**src/rtl/bit_serializer_pkg.sv**
```systemverilog
// rtl/bit_serializer_pkg.sv - shared constants and state encoding for the serial front end
package serial_pkg;

  localparam int   DEF_WIDTH    = 8;
  localparam logic DEF_IDLE_BIT = 1'b0;

  typedef enum logic {
    ST_IDLE  = 1'b0,
    ST_SHIFT = 1'b1
  } ser_state_t;

  // Pattern recognised by the downstream detector, oldest bit in [3]
  localparam logic [3:0] SEQ_1010 = 4'b1010;

endpackage

```
**src/rtl/bit_serializer_if.sv**
```systemverilog
// rtl/bit_serializer_if.sv - word input handshake and serial output bundle
interface bit_serializer_if #(
  parameter int WIDTH = serial_pkg::DEF_WIDTH
);
  logic [WIDTH-1:0] din;
  logic             din_valid;
  logic             din_ready;
  logic             sout;
  logic             sout_valid;
  logic             sout_last;
  logic             busy;

  modport master (
    output din, din_valid,
    input  din_ready, sout, sout_valid, sout_last, busy
  );

  modport slave (
    input  din, din_valid,
    output din_ready, sout, sout_valid, sout_last, busy
  );
endinterface

```
**src/rtl/bit_serializer.sv**
```systemverilog
// rtl/bit_serializer.sv - double-buffered parallel-to-serial converter feeding the 1010 detector
module bit_serializer
  import serial_pkg::*;
#(
  parameter int   WIDTH     = DEF_WIDTH,
  parameter bit   MSB_FIRST = 1'b1,
  parameter logic IDLE_BIT  = DEF_IDLE_BIT
) (
  input  logic            clk,
  input  logic            reset,
  bit_serializer_if.slave s
);

  localparam int            CW       = (WIDTH > 1) ? $clog2(WIDTH) : 1;
  localparam logic [CW-1:0] LAST_CNT = CW'(WIDTH - 1);

  ser_state_t       r_state, w_state_nxt;
  logic [WIDTH-1:0] r_shreg, w_shreg_nxt;
  logic [WIDTH-1:0] r_buf, w_buf_nxt;
  logic [CW-1:0]    r_cnt, w_cnt_nxt;
  logic             r_buf_full, w_buf_full_nxt;

  logic             w_active;
  logic             w_last;
  logic             w_done;
  logic             w_accept;
  logic             w_cur_bit;
  logic [WIDTH-1:0] w_shifted;

  assign w_active = (r_state == ST_SHIFT);
  assign w_last   = w_active && (r_cnt == LAST_CNT);
  assign w_done   = !w_active || w_last;
  assign w_accept = s.din_valid && !r_buf_full;

  // The emitted bit always sits at the end the register shifts toward
  generate
    if (MSB_FIRST) begin : g_msb
      assign w_cur_bit = r_shreg[WIDTH-1];
      assign w_shifted = {r_shreg[WIDTH-2:0], 1'b0};
    end else begin : g_lsb
      assign w_cur_bit = r_shreg[0];
      assign w_shifted = {1'b0, r_shreg[WIDTH-1:1]};
    end
  endgenerate

  assign s.din_ready  = !r_buf_full;
  assign s.sout_valid = w_active;
  assign s.sout       = w_active ? w_cur_bit : IDLE_BIT;
  assign s.sout_last  = w_last;
  assign s.busy       = w_active || r_buf_full;

  always_comb begin
    w_state_nxt    = r_state;
    w_shreg_nxt    = r_shreg;
    w_cnt_nxt      = r_cnt;
    w_buf_nxt      = r_buf;
    w_buf_full_nxt = r_buf_full;
    if (w_done) begin
      w_cnt_nxt = '0;
      if (r_buf_full) begin
        w_shreg_nxt    = r_buf;
        w_buf_full_nxt = 1'b0;
        w_state_nxt    = ST_SHIFT;
      end else if (w_accept) begin
        // Bypass: a word arriving on the last bit streams without a gap
        w_shreg_nxt = s.din;
        w_state_nxt = ST_SHIFT;
      end else begin
        w_state_nxt = ST_IDLE;
      end
    end else begin
      w_shreg_nxt = w_shifted;
      w_cnt_nxt   = r_cnt + CW'(1);
      if (w_accept) begin
        w_buf_nxt      = s.din;
        w_buf_full_nxt = 1'b1;
      end
    end
  end

  always_ff @(posedge clk) begin
    if (reset) begin
      r_state    <= ST_IDLE;
      r_shreg    <= '0;
      r_cnt      <= '0;
      r_buf      <= '0;
      r_buf_full <= 1'b0;
    end else begin
      r_state    <= w_state_nxt;
      r_shreg    <= w_shreg_nxt;
      r_cnt      <= w_cnt_nxt;
      r_buf      <= w_buf_nxt;
      r_buf_full <= w_buf_full_nxt;
    end
  end

endmodule
```
**src/flat_wrapper.sv**
```systemverilog
// flat-port wrapper written by rule: the top's interface ports become plain ports
module bit_serializer_flat import serial_pkg::*;
#(
  parameter int   WIDTH     = DEF_WIDTH,
  parameter bit   MSB_FIRST = 1'b1,
  parameter logic IDLE_BIT  = DEF_IDLE_BIT
)
  (clk, reset, s_din, s_din_valid, s_din_ready, s_sout, s_sout_valid, s_sout_last, s_busy);
  bit_serializer_if #(.WIDTH(WIDTH)) s_i ();
  input  logic clk;
  input  logic reset;
  input wire logic [$bits(s_i.din)-1:0] s_din;
  input wire logic [$bits(s_i.din_valid)-1:0] s_din_valid;
  output wire logic [$bits(s_i.din_ready)-1:0] s_din_ready;
  output wire logic [$bits(s_i.sout)-1:0] s_sout;
  output wire logic [$bits(s_i.sout_valid)-1:0] s_sout_valid;
  output wire logic [$bits(s_i.sout_last)-1:0] s_sout_last;
  output wire logic [$bits(s_i.busy)-1:0] s_busy;
  assign s_i.din = s_din;
  assign s_i.din_valid = s_din_valid;
  assign s_din_ready = s_i.din_ready;
  assign s_sout = s_i.sout;
  assign s_sout_valid = s_i.sout_valid;
  assign s_sout_last = s_i.sout_last;
  assign s_busy = s_i.busy;
  bit_serializer #(.WIDTH(WIDTH), .MSB_FIRST(MSB_FIRST), .IDLE_BIT(IDLE_BIT)) u_core (.clk(clk), .reset(reset), .s(s_i));
endmodule
```
**config.mk**
```make
export PLATFORM = sky130hd
export DESIGN_NAME = bit_serializer_flat
export DESIGN_NICKNAME = d
export VERILOG_FILES = /design/src/rtl/bit_serializer_pkg.sv /design/src/rtl/bit_serializer_if.sv /design/src/rtl/bit_serializer.sv /design/src/flat_wrapper.sv
export SDC_FILE = /design/constraint.sdc
export NUM_CORES = 1
export LEC_CHECK = 0
export ABC_AREA = 1
export CELL_PAD_IN_SITES_DETAIL_PLACEMENT = 0
export CELL_PAD_IN_SITES_GLOBAL_PLACEMENT = 1
export CORE_MARGIN = 2
export CORE_UTILIZATION = 36
export DETAILED_ROUTE_END_ITERATION = 16
export PLACE_DENSITY = 0.84
export SETUP_SLACK_MARGIN = 0.2
export SYNTH_ARGS = -nofsm -noshare
export SYNTH_HDL_FRONTEND = slang
export SYNTH_SLANG_ARGS = --single-unit
```
**constraint.sdc**
```tcl
create_clock -name clk -period 1.6 [get_ports clk]
set_input_delay 0.32 -clock clk [delete_from_list [all_inputs] [get_ports clk]]
set_output_delay 0.32 -clock clk [all_outputs]
set_load 0.01 [all_outputs]
```
Word level (Yosys, flattened, before mapping)
Index checks and enable logic that the tools add are counted.
W data, S select, Z words.
{"block": "op_classes", "n_eq_ne": 2, "add_sub_neg": 1, "n_bitwise": 1, "reduce_logical": 10, "n_mux": 6}
{"op": "$mux W8", "count": 3}
{"op": "$reduce_or A2 Y1", "count": 2}
{"op": "$add A3 B1 Y3 const B", "count": 1}
{"op": "$eq A3 B3 Y1 const B", "count": 1}
{"op": "$mux W1", "count": 3}
{"op": "$ne A3 B2 Y1 const B", "count": 1}
{"op": "$logic_and A1 B1 Y1", "count": 2}
{"op": "$logic_not A1 Y1", "count": 2}
{"op": "$logic_or A1 B1 Y1", "count": 2}
{"op": "$reduce_and A2 Y1", "count": 1}
{"op": "$reduce_bool A2 Y1", "count": 1}
{"op": "$not A1 Y1", "count": 1}
{"block": "word_totals", "inputBits": 11, "reg_bits": 21}

Longest topological paths before layout
Gate-level depths: netlist (run 1).
{"block": "logic_depth", "depth_word": 5, "depth_mapped": 9, "mapped_depth_nobuf": 8}

Least setup slack after synthesis (run 1)
OpenSTA, ideal clock, no wires.
{"block": "synth_timing", "path_type": "register to register", "from": "register u_core.r_cnt[0]", "to": "register u_core.r_shreg[1]", "path_buffers": 1, "t_arrival_ps": 1198, "setup_slack_ps": 276, "period_less_slack_ps": 1324, "stages_incl_launch_ff": 10, "cell_sequence": "dfxtp_1 -> ha_1 -> ha_1 -> inv_1 -> nand2_1 -> buf_4 -> nand3_1 -> nand2_1 -> nor2_1 -> nor2_1"}
{"block": "synth_between", "elab_chain_len": 4}
{"item": "start: declaration", "line_no": "bit_serializer.sv:20", "text": "logic [CW-1:0] r_cnt, w_cnt_nxt;"}
{"item": "start signal: assignment", "line_no": "bit_serializer.sv:91", "text": "r_cnt <= w_cnt_nxt;"}
{"item": "$eq A3 B3 Y1 (*)", "line_no": "bit_serializer.sv:31", "text": "assign w_last = w_active && (r_cnt == LAST_CNT);"}
{"item": "$logic_and A1 B1 Y1 (*)", "line_no": "bit_serializer.sv:31"}
{"item": "$logic_or A1 B1 Y1 (*)", "line_no": "bit_serializer.sv:32", "text": "assign w_done = !w_active || w_last;"}
{"item": "$ne A3 B2 Y1 (no source line) or $mux W8 (tied branches)"}
{"item": "end signal: assignment", "line_no": "bit_serializer.sv:90", "text": "r_shreg <= w_shreg_nxt;"}
{"item": "end: declaration", "line_no": "bit_serializer.sv:18", "text": "logic [WIDTH-1:0] r_shreg, w_shreg_nxt;"}
Mark *: on every way between the ends. The rest lies on a longest branch, timed or not.
A chain may end at the register's enable or synchronous reset.

Final worst setup path (run 1)
{"block": "layout_timing", "from": "register u_core.r_cnt[0]", "to": "register u_core.r_shreg[4]"}
The elaborated chain is that of the path after synthesis.

==> results.ini, run 1 <==
[outcome]
status = finished clean

[pwr]
p_seq_frac = 0.552
power_frac_comb = 0.202
leakagePower_uw = 0.000708
power_switching_uw = 290
internal_power_uw = 749
switching_share = 0.279
peakVddDrop_mv = 0.427
powerDensity_nw_per_um2 = 754
clkPwrFrac = 0.246

[timing]
finClkSkew_ns = 0.00640
worst_slew_pin_slew_ns = 0.308
fin_crit_sh = 0.982
hold_viol = 0
slew_viol_final = 0
max_slew_margin = 0.795
setup_violations = 0
setup_ws_ns = 0.0285
rsz0062_at_grt = true
tns_ns = 0
period_needed_ns = 1.57
clock.fmax_ghz = 0.636
whs_ns = 0.462

[synthesis]
synth_nets = 174
avgSynthCellArea_um2 = 6.47
ys_warn_count = 0
synth_seq_cells = 21
ys_seq_area_frac = 0.403
yosysUniqueCellTypes = 16
syn_area_um2 = 1040
syn_inst = 161

[layout]
antenna_cells = 0
area_growth_pct = 32.2
layout-drive-gt1-share = 0.230
layout.nets = 201
fin_cells = 218
fill_cells = 295

[drt]
drcViolationCount = 0
ant_nets = 0
drtPass1Iterations = 4
wl_met3_um = 72
wl_met1_um = 974
viasPerCell = 4.47
dr_wl_met2_um = 997
routed-via-count = 975
routed.top_layer = met4
wire_per_inst_um = 9.53
drt-total-wl_mm = 2.08
drt_iter0_drc = 15

[global_routing]
grt_max_degree = 17
grt_overflow_total = 0
grt_pass1_wl_mm = 3.72
antenna_found_initial = 0
first_global_vias = 914
grt_usage = 0.142

[worst_setup_path]
crit_top_cell = buf_6
path_cells = ha_4 > ha_4 > buf_6 > buf_6 > buf_6 > nor2_4 > buf_6 > nand2_2 > nand2_2 > nor2_1 > nor2_1
critPathMaxStageDelay_ns = 0.35
reg2reg_slack_ns = 0.03
r2r_cells = 11
path_class = reg2reg
required_ns = 1.85
r2r-end = u_core.r_shreg[4]
path_depth = 11
cp-start-kind = register
crit_path_top_delay_cell = dfxtp_2
r2r-start = u_core.r_cnt[0]
crit_start = u_core.r_cnt[0]
crit_fanout = 6
critPathBufInv = 4
cpLargestDelayFamily = buffers and inverters
setup.worst_path.end_class = register
arrival_ns = 1.82
endpoint = u_core.r_shreg[4]

[floorplan]
die_width_um = 57.8
core_um2 = 2760
start_util = 0.378
num_rows = 19
dieHeight_um = 57.8
io_pins = 16
die_area_um2 = 3340

[clocking]
path_clk_slew_ns = 0.11
tritoncts = done
cts_sinks = 21
clock_tree.root_cell = clkbuf_4
cts_buffers = 3
cts_buffer_depth = 2
clk_latency_ns = 0.30
ctsHoldBuffers = 0
htree_num_levels = 1

[placement]
dp_hpwl_mm = 1.45
dp.cells = 207
io_buffers = 15
place.gp.congestion = 0.705
place_ws_ns = 0.0156

[min_path]
hold_path.class = reg2reg
min-delay-start = u_core.r_shreg[5]

[job]
maxCapViolCount = 0

==> cells in the mapped netlist, drive strengths merged <==
library cell  instances  area share
clkbuf                1      0.0036
buf                   4       0.040
nand3                 9       0.043
a21oi                 1      0.0048
ha                    2       0.024
nand2                35        0.13
o21ai                 8       0.038
nor2                 55        0.21
clkinv                1      0.0084
inv                  24       0.086
dfxtp                21        0.40
==> worst register-to-register path, stage by stage, from the launching register on <==
cell and delay [ns]:
dfxtp_2 0.35, ha_4 0.16, ha_4 0.15, buf_6 0.11
buf_6 0.11, buf_6 0.11, nor2_4 0.15, buf_6 0.16
nand2_2 0.05, nand2_2 0.05, nor2_1 0.04, nor2_1 0.09
==> registers in the layout, summed over array words and instances, names as in the netlist <==
register,flops
u_core.r_buf,8
u_core.r_buf_full,1
u_core.r_cnt,3
u_core.r_shreg,8
u_core.s.sout_valid,1
==> metal layers <==
metal,track usage,vias up
met3,0.0201,4
met4,0.0698,0
li1,-,532
met5,0,-
met2,0.244,13
met1,0.175,426
==> final cells by class <==
type,count,area [um^2],share of cell area
Tap cell,31,38.8,0.0282
Sequential cell,21,424,0.308
Multi-Input combinational cell,110,544,0.395
Inverter,25,101,0.0736
Timing Repair Buffer,27,243,0.176
Clock buffer,4,26.3,0.0191
==> what timing repair did <==
action                                  4_1_cts  5_1_grt
gates resized for setup                      30       20
setup buffers                                 5        2
endpoints found under the setup margin       24       22
pin swaps                                    16       12
gates cloned                                  0        0
==> through the flow <==
stage	util	power (uW)	instance area, um^2
global placement	0.444	761	1220
global route	0.500	1110	1380
CTS	0.492	1050	1360
finish	0.500	1040	1380
detailed placement	0.444	766	1220
floorplan	-	702	1040
==> worst min path at each step <==
| stage | end | slack [ns] | cells past startpoint |
|---|---|---|---|
| global route | u_core.r_shreg[6] | 0.51 | 2 |
| finish | u_core.r_shreg[6] | 0.46 | 2 |
| CTS | u_core.r_cnt[0] | 0.44 | 1 |
| detailed placement | u_core.r_cnt[0] | 0.42 | 1 |
| global placement | u_core.r_cnt[0] | 0.41 | 1 |
| floorplan | u_core.r_cnt[0] | 0.40 | 1 |
==> power by group through the flow <==
| stage | Sequential, uW | Combinational, uW | Clock (uW) |
|---|---|---|---|
| 6_report | 573 | 210 | 256 |
| 5_1_grt | 577 | 237 | 292 |
| 4_1_cts | 574 | 201 | 274 |
| 3_5_place_dp | 584 | 182 | 0 |
| 3_3_place_gp | 582 | 178 | 0 |
| 2_1_floorplan | 581 | 121 | 0 |
==> cell families after synthesis <==
group | count (synthesis) | synth area share
AOI/OAI and AO/OA | 9 | 0.0432
DFF | 21 | 0.403
adders and majority gates | 2 | 0.0240
and+or+nand+nor | 99 | 0.391
buffers and inverters | 30 | 0.138
==> placed cells by master, fill, tap and decap left out, types with 2 or more instances in the layout <==
cell type,synthesis,final
nor2_1,52,49
nand2_1,34,26
inv_1,23,21
dfxtp_1,21,18
clkdlybuf4s50_1,0,10
nand3_1,9,9
nand2_2,0,7
o21ai_1,0,7
buf_4,1,7
buf_6,3,5
nor2_4,2,3
nor2_2,1,3
clkbuf_4,0,3
dfxtp_2,0,3
inv_2,1,2
nand2_4,1,2
ha_4,0,2
clkbuf_2,0,2
Note: power is estimated with default switching activity, not from simulation.
==> run 2: changes to the inputs <==
--- a/config.mk
+++ b/config.mk
@@ -13,6 +13,7 @@
 export DETAILED_ROUTE_END_ITERATION = 16
 export PLACE_DENSITY = 0.84
 export SETUP_SLACK_MARGIN = 0.2
+export SKIP_LAST_GASP = 1
 export SYNTH_ARGS = -nofsm -noshare
 export SYNTH_HDL_FRONTEND = slang
 export SYNTH_SLANG_ARGS = --single-unit
==> run 2 against run 1 <==
Against the previous run:
- combinational power barely moved
- setup slack barely moved
- sequential power hardly changed
- global-route usage unchanged
- cell count did not move
- non-clock buffer count unchanged
- total power about the same
- flip-flop and latch count unchanged
- die area stayed put
- clock-buffer cell count unchanged
- sequential share of layout area hardly changed
- largest cell class unchanged
==> results.ini, run 2 (synthesis gave the netlist of run 1 again) <==
[worst_setup_path]
crit_fanout = 6  ; unchanged
reg2reg_slack_ns = 0.03  ; about the same
critPathMaxStageDelay_ns = 0.35  ; about the same
path_cells = ha_4 > ha_4 > buf_6 > buf_6 > buf_6 > nor2_4 > buf_6 > nand2_2 > nand2_2 > nor2_1 > nor2_1
crit_top_cell = buf_6
cp-start-kind = register
r2r_cells = 11  ; unchanged
arrival_ns = 1.82  ; about the same
crit_path_top_delay_cell = dfxtp_2
r2r-start = u_core.r_cnt[0]
r2r-end = u_core.r_shreg[4]
required_ns = 1.85  ; about the same
path_class = reg2reg
setup.worst_path.end_class = register

[timing]
setup_ws_ns = 0.0283  ; -0.000184 ns
worst_slew_pin_slew_ns = 0.308  ; +0.000194 ns
hold_viol = 0  ; unchanged
whs_ns = 0.462  ; +0.0000340 ns
max_slew_margin = 0.794  ; about the same
setup_violations = 0  ; unchanged
finClkSkew_ns = 0.00623  ; -0.000169 ns
period_needed_ns = 1.57  ; +0.000184 ns
fin_crit_sh = 0.982  ; about the same
clock.fmax_ghz = 0.636  ; about the same
rsz0062_at_grt = true
slew_viol_final = 0  ; unchanged
tns_ns = 0  ; unchanged

[drt]
drt-total-wl_mm = 2.08  ; +0.29%
drcViolationCount = 0  ; unchanged
wire_per_inst_um = 9.56  ; +0.29%
drt_iter0_drc = 16  ; +1
routed-via-count = 974  ; -0.10%
ant_nets = 0  ; unchanged
drtPass1Iterations = 4  ; unchanged
viasPerCell = 4.47  ; -0.10%

[min_path]
hold-path-cell-count = 2  ; unchanged
hold_path.class = reg2reg
min-delay-start = u_core.r_shreg[5]
hold_end = u_core.r_shreg[6]

[global_routing]
grt_overflow_total = 0  ; unchanged
grt_pass1_wl_mm = 3.72  ; unchanged
first_global_vias = 914  ; unchanged
antenna_found_initial = 0  ; unchanged
grt_usage = 0.142  ; unchanged
grt_max_degree = 17  ; unchanged

[pwr]
powerDensity_nw_per_um2 = 755  ; about the same
peakVddDrop_mv = 0.427  ; about the same
leakagePower_uw = 0.000709  ; about the same

[clocking]
clock_tree.root_cell = clkbuf_4
path_clk_slew_ns = 0.11  ; about the same
clk_latency_ns = 0.30  ; about the same
ctsHoldBuffers = 0  ; unchanged
cts_buffer_depth = 2  ; unchanged
cts_sinks = 21  ; unchanged
htree_num_levels = 1  ; unchanged
tritoncts = done
cts_buffers = 3  ; unchanged

[floorplan]
num_rows = 19  ; unchanged
die_area_um2 = 3340  ; unchanged
die_width_um = 57.8  ; unchanged
start_util = 0.378  ; unchanged
io_pins = 16  ; unchanged
core_um2 = 2760  ; unchanged
dieHeight_um = 57.8  ; unchanged

[placement]
dp_hpwl_mm = 1.45  ; unchanged
io_buffers = 15  ; unchanged
place.gp.congestion = 0.705  ; unchanged
place_ws_ns = 0.0156  ; unchanged

[layout]
final_util = 0.499  ; about the same
final_cell_mix = nor2_1, nand2_1, inv_1, dfxtp_1, clkdlybuf4s50_1
antenna_cells = 0  ; unchanged
area_growth_pct = 32.1  ; about the same
layout-drive-gt1-share = 0.230  ; unchanged
final_common_cell = nor2_1
layout.nets = 201  ; unchanged
fill_cells = 293  ; -0.68%
reg.largest.list = u_core.r_buf: 8 flops, u_core.r_shreg: 8 flops, u_core.r_cnt: 3 flops

[job]
maxCapViolCount = 0  ; unchanged

[outcome]
status = finished clean

run 2: cell types whose count changed in the layout (fill, tap and decap cells not counted):
cell / previous run / this run
clkdlybuf4s15_1: 1 / 0
buf_2: 1 / 0
dlygate4sd2_1: 1 / 2
clkbuf_2: 2 / 3
o21ai_1: 7 / 6
o21ai_0: 0 / 1
run 2: timing repair:
item	in CTS	in global routing
endpoints found under the setup margin	24	22
setup buffers	5	2
pin swaps	16	12
resized for setup	30	17
run 2: final cells by class:
cell class / instances / area, um^2 / area share
Timing Repair Buffer: 27 / 241 / 0.175
Multi-Input combinational cell: 110 / 544 / 0.395
Clock buffer: 4 / 26.3 / 0.0191
Sequential cell: 21 / 424 / 0.308
Tap cell: 31 / 38.8 / 0.0282
Inverter: 25 / 101 / 0.0736
run 2: metal layers:
layer | vias to the layer above | share of wire | global-route usage
met5 | - | 0 | 0
met4 | 0 | 0.016 | 0.0698
met3 | 4 | 0.034 | 0.0201
met2 | 13 | 0.48 | 0.244
met1 | 425 | 0.47 | 0.175
li1 | 532 | - | -
run 2: worst max-delay path: cells and delay by family (launching register included):
| family | cells | cell delay (ns) |
|---|---|---|
| simple gates | 5 | 0.38 |
| flops | 1 | 0.35 |
| fa+ha+maj | 2 | 0.31 |
| buf+inv | 4 | 0.48 |
run 2: worst max path at each step:
stage | from | depth (start not counted) | slack [ns] | to
CTS | u_core.r_cnt[0] | 5 | 0.006 | s_sout_last
global route | u_core.r_cnt[0] | 11 | -0.06 | u_core.r_shreg[5]
global placement | u_core.r_cnt[0] | 5 | 0.03 | s_sout_last
detailed placement | u_core.r_cnt[0] | 5 | 0.02 | s_sout_last
floorplan | u_core.r_cnt[0] | 9 | 0.28 | u_core.r_shreg[1]
finish | u_core.r_cnt[0] | 11 | 0.03 | u_core.r_shreg[4]
run 2: through the flow:
stage | power (uW) | instance area [um^2] | std cells
after floorplan | 702 | 1040 | 161
after global placement | 761 | 1220 | 207
after detailed placement | 766 | 1220 | 207
after CTS | 1050 | 1360 | 216
after global routing | 1110 | 1380 | 218
final | 1040 | 1380 | 218
run 2: report_power, final:
part | switching, uW | leakage [uW] | internal, uW | total, uW
sequential | 17.4 | 0.000173 | 556 | 573
clock | 159 | 0.0000150 | 97.2 | 256
combinational | 113 | 0.000520 | 95.9 | 209
total | 290 | 0.000709 | 749 | 1040
==> run 3: changes to the inputs <==
--- a/config.mk
+++ b/config.mk
@@ -10,6 +10,7 @@
 export CELL_PAD_IN_SITES_GLOBAL_PLACEMENT = 1
 export CORE_MARGIN = 2
 export CORE_UTILIZATION = 36
+export CTS_CLUSTER_SIZE = 12
 export DETAILED_ROUTE_END_ITERATION = 16
 export PLACE_DENSITY = 0.84
 export SETUP_SLACK_MARGIN = 0.2
==> results of run 3 <==
Same layout as run 2: the final DEF is identical, and so are final timing and power.
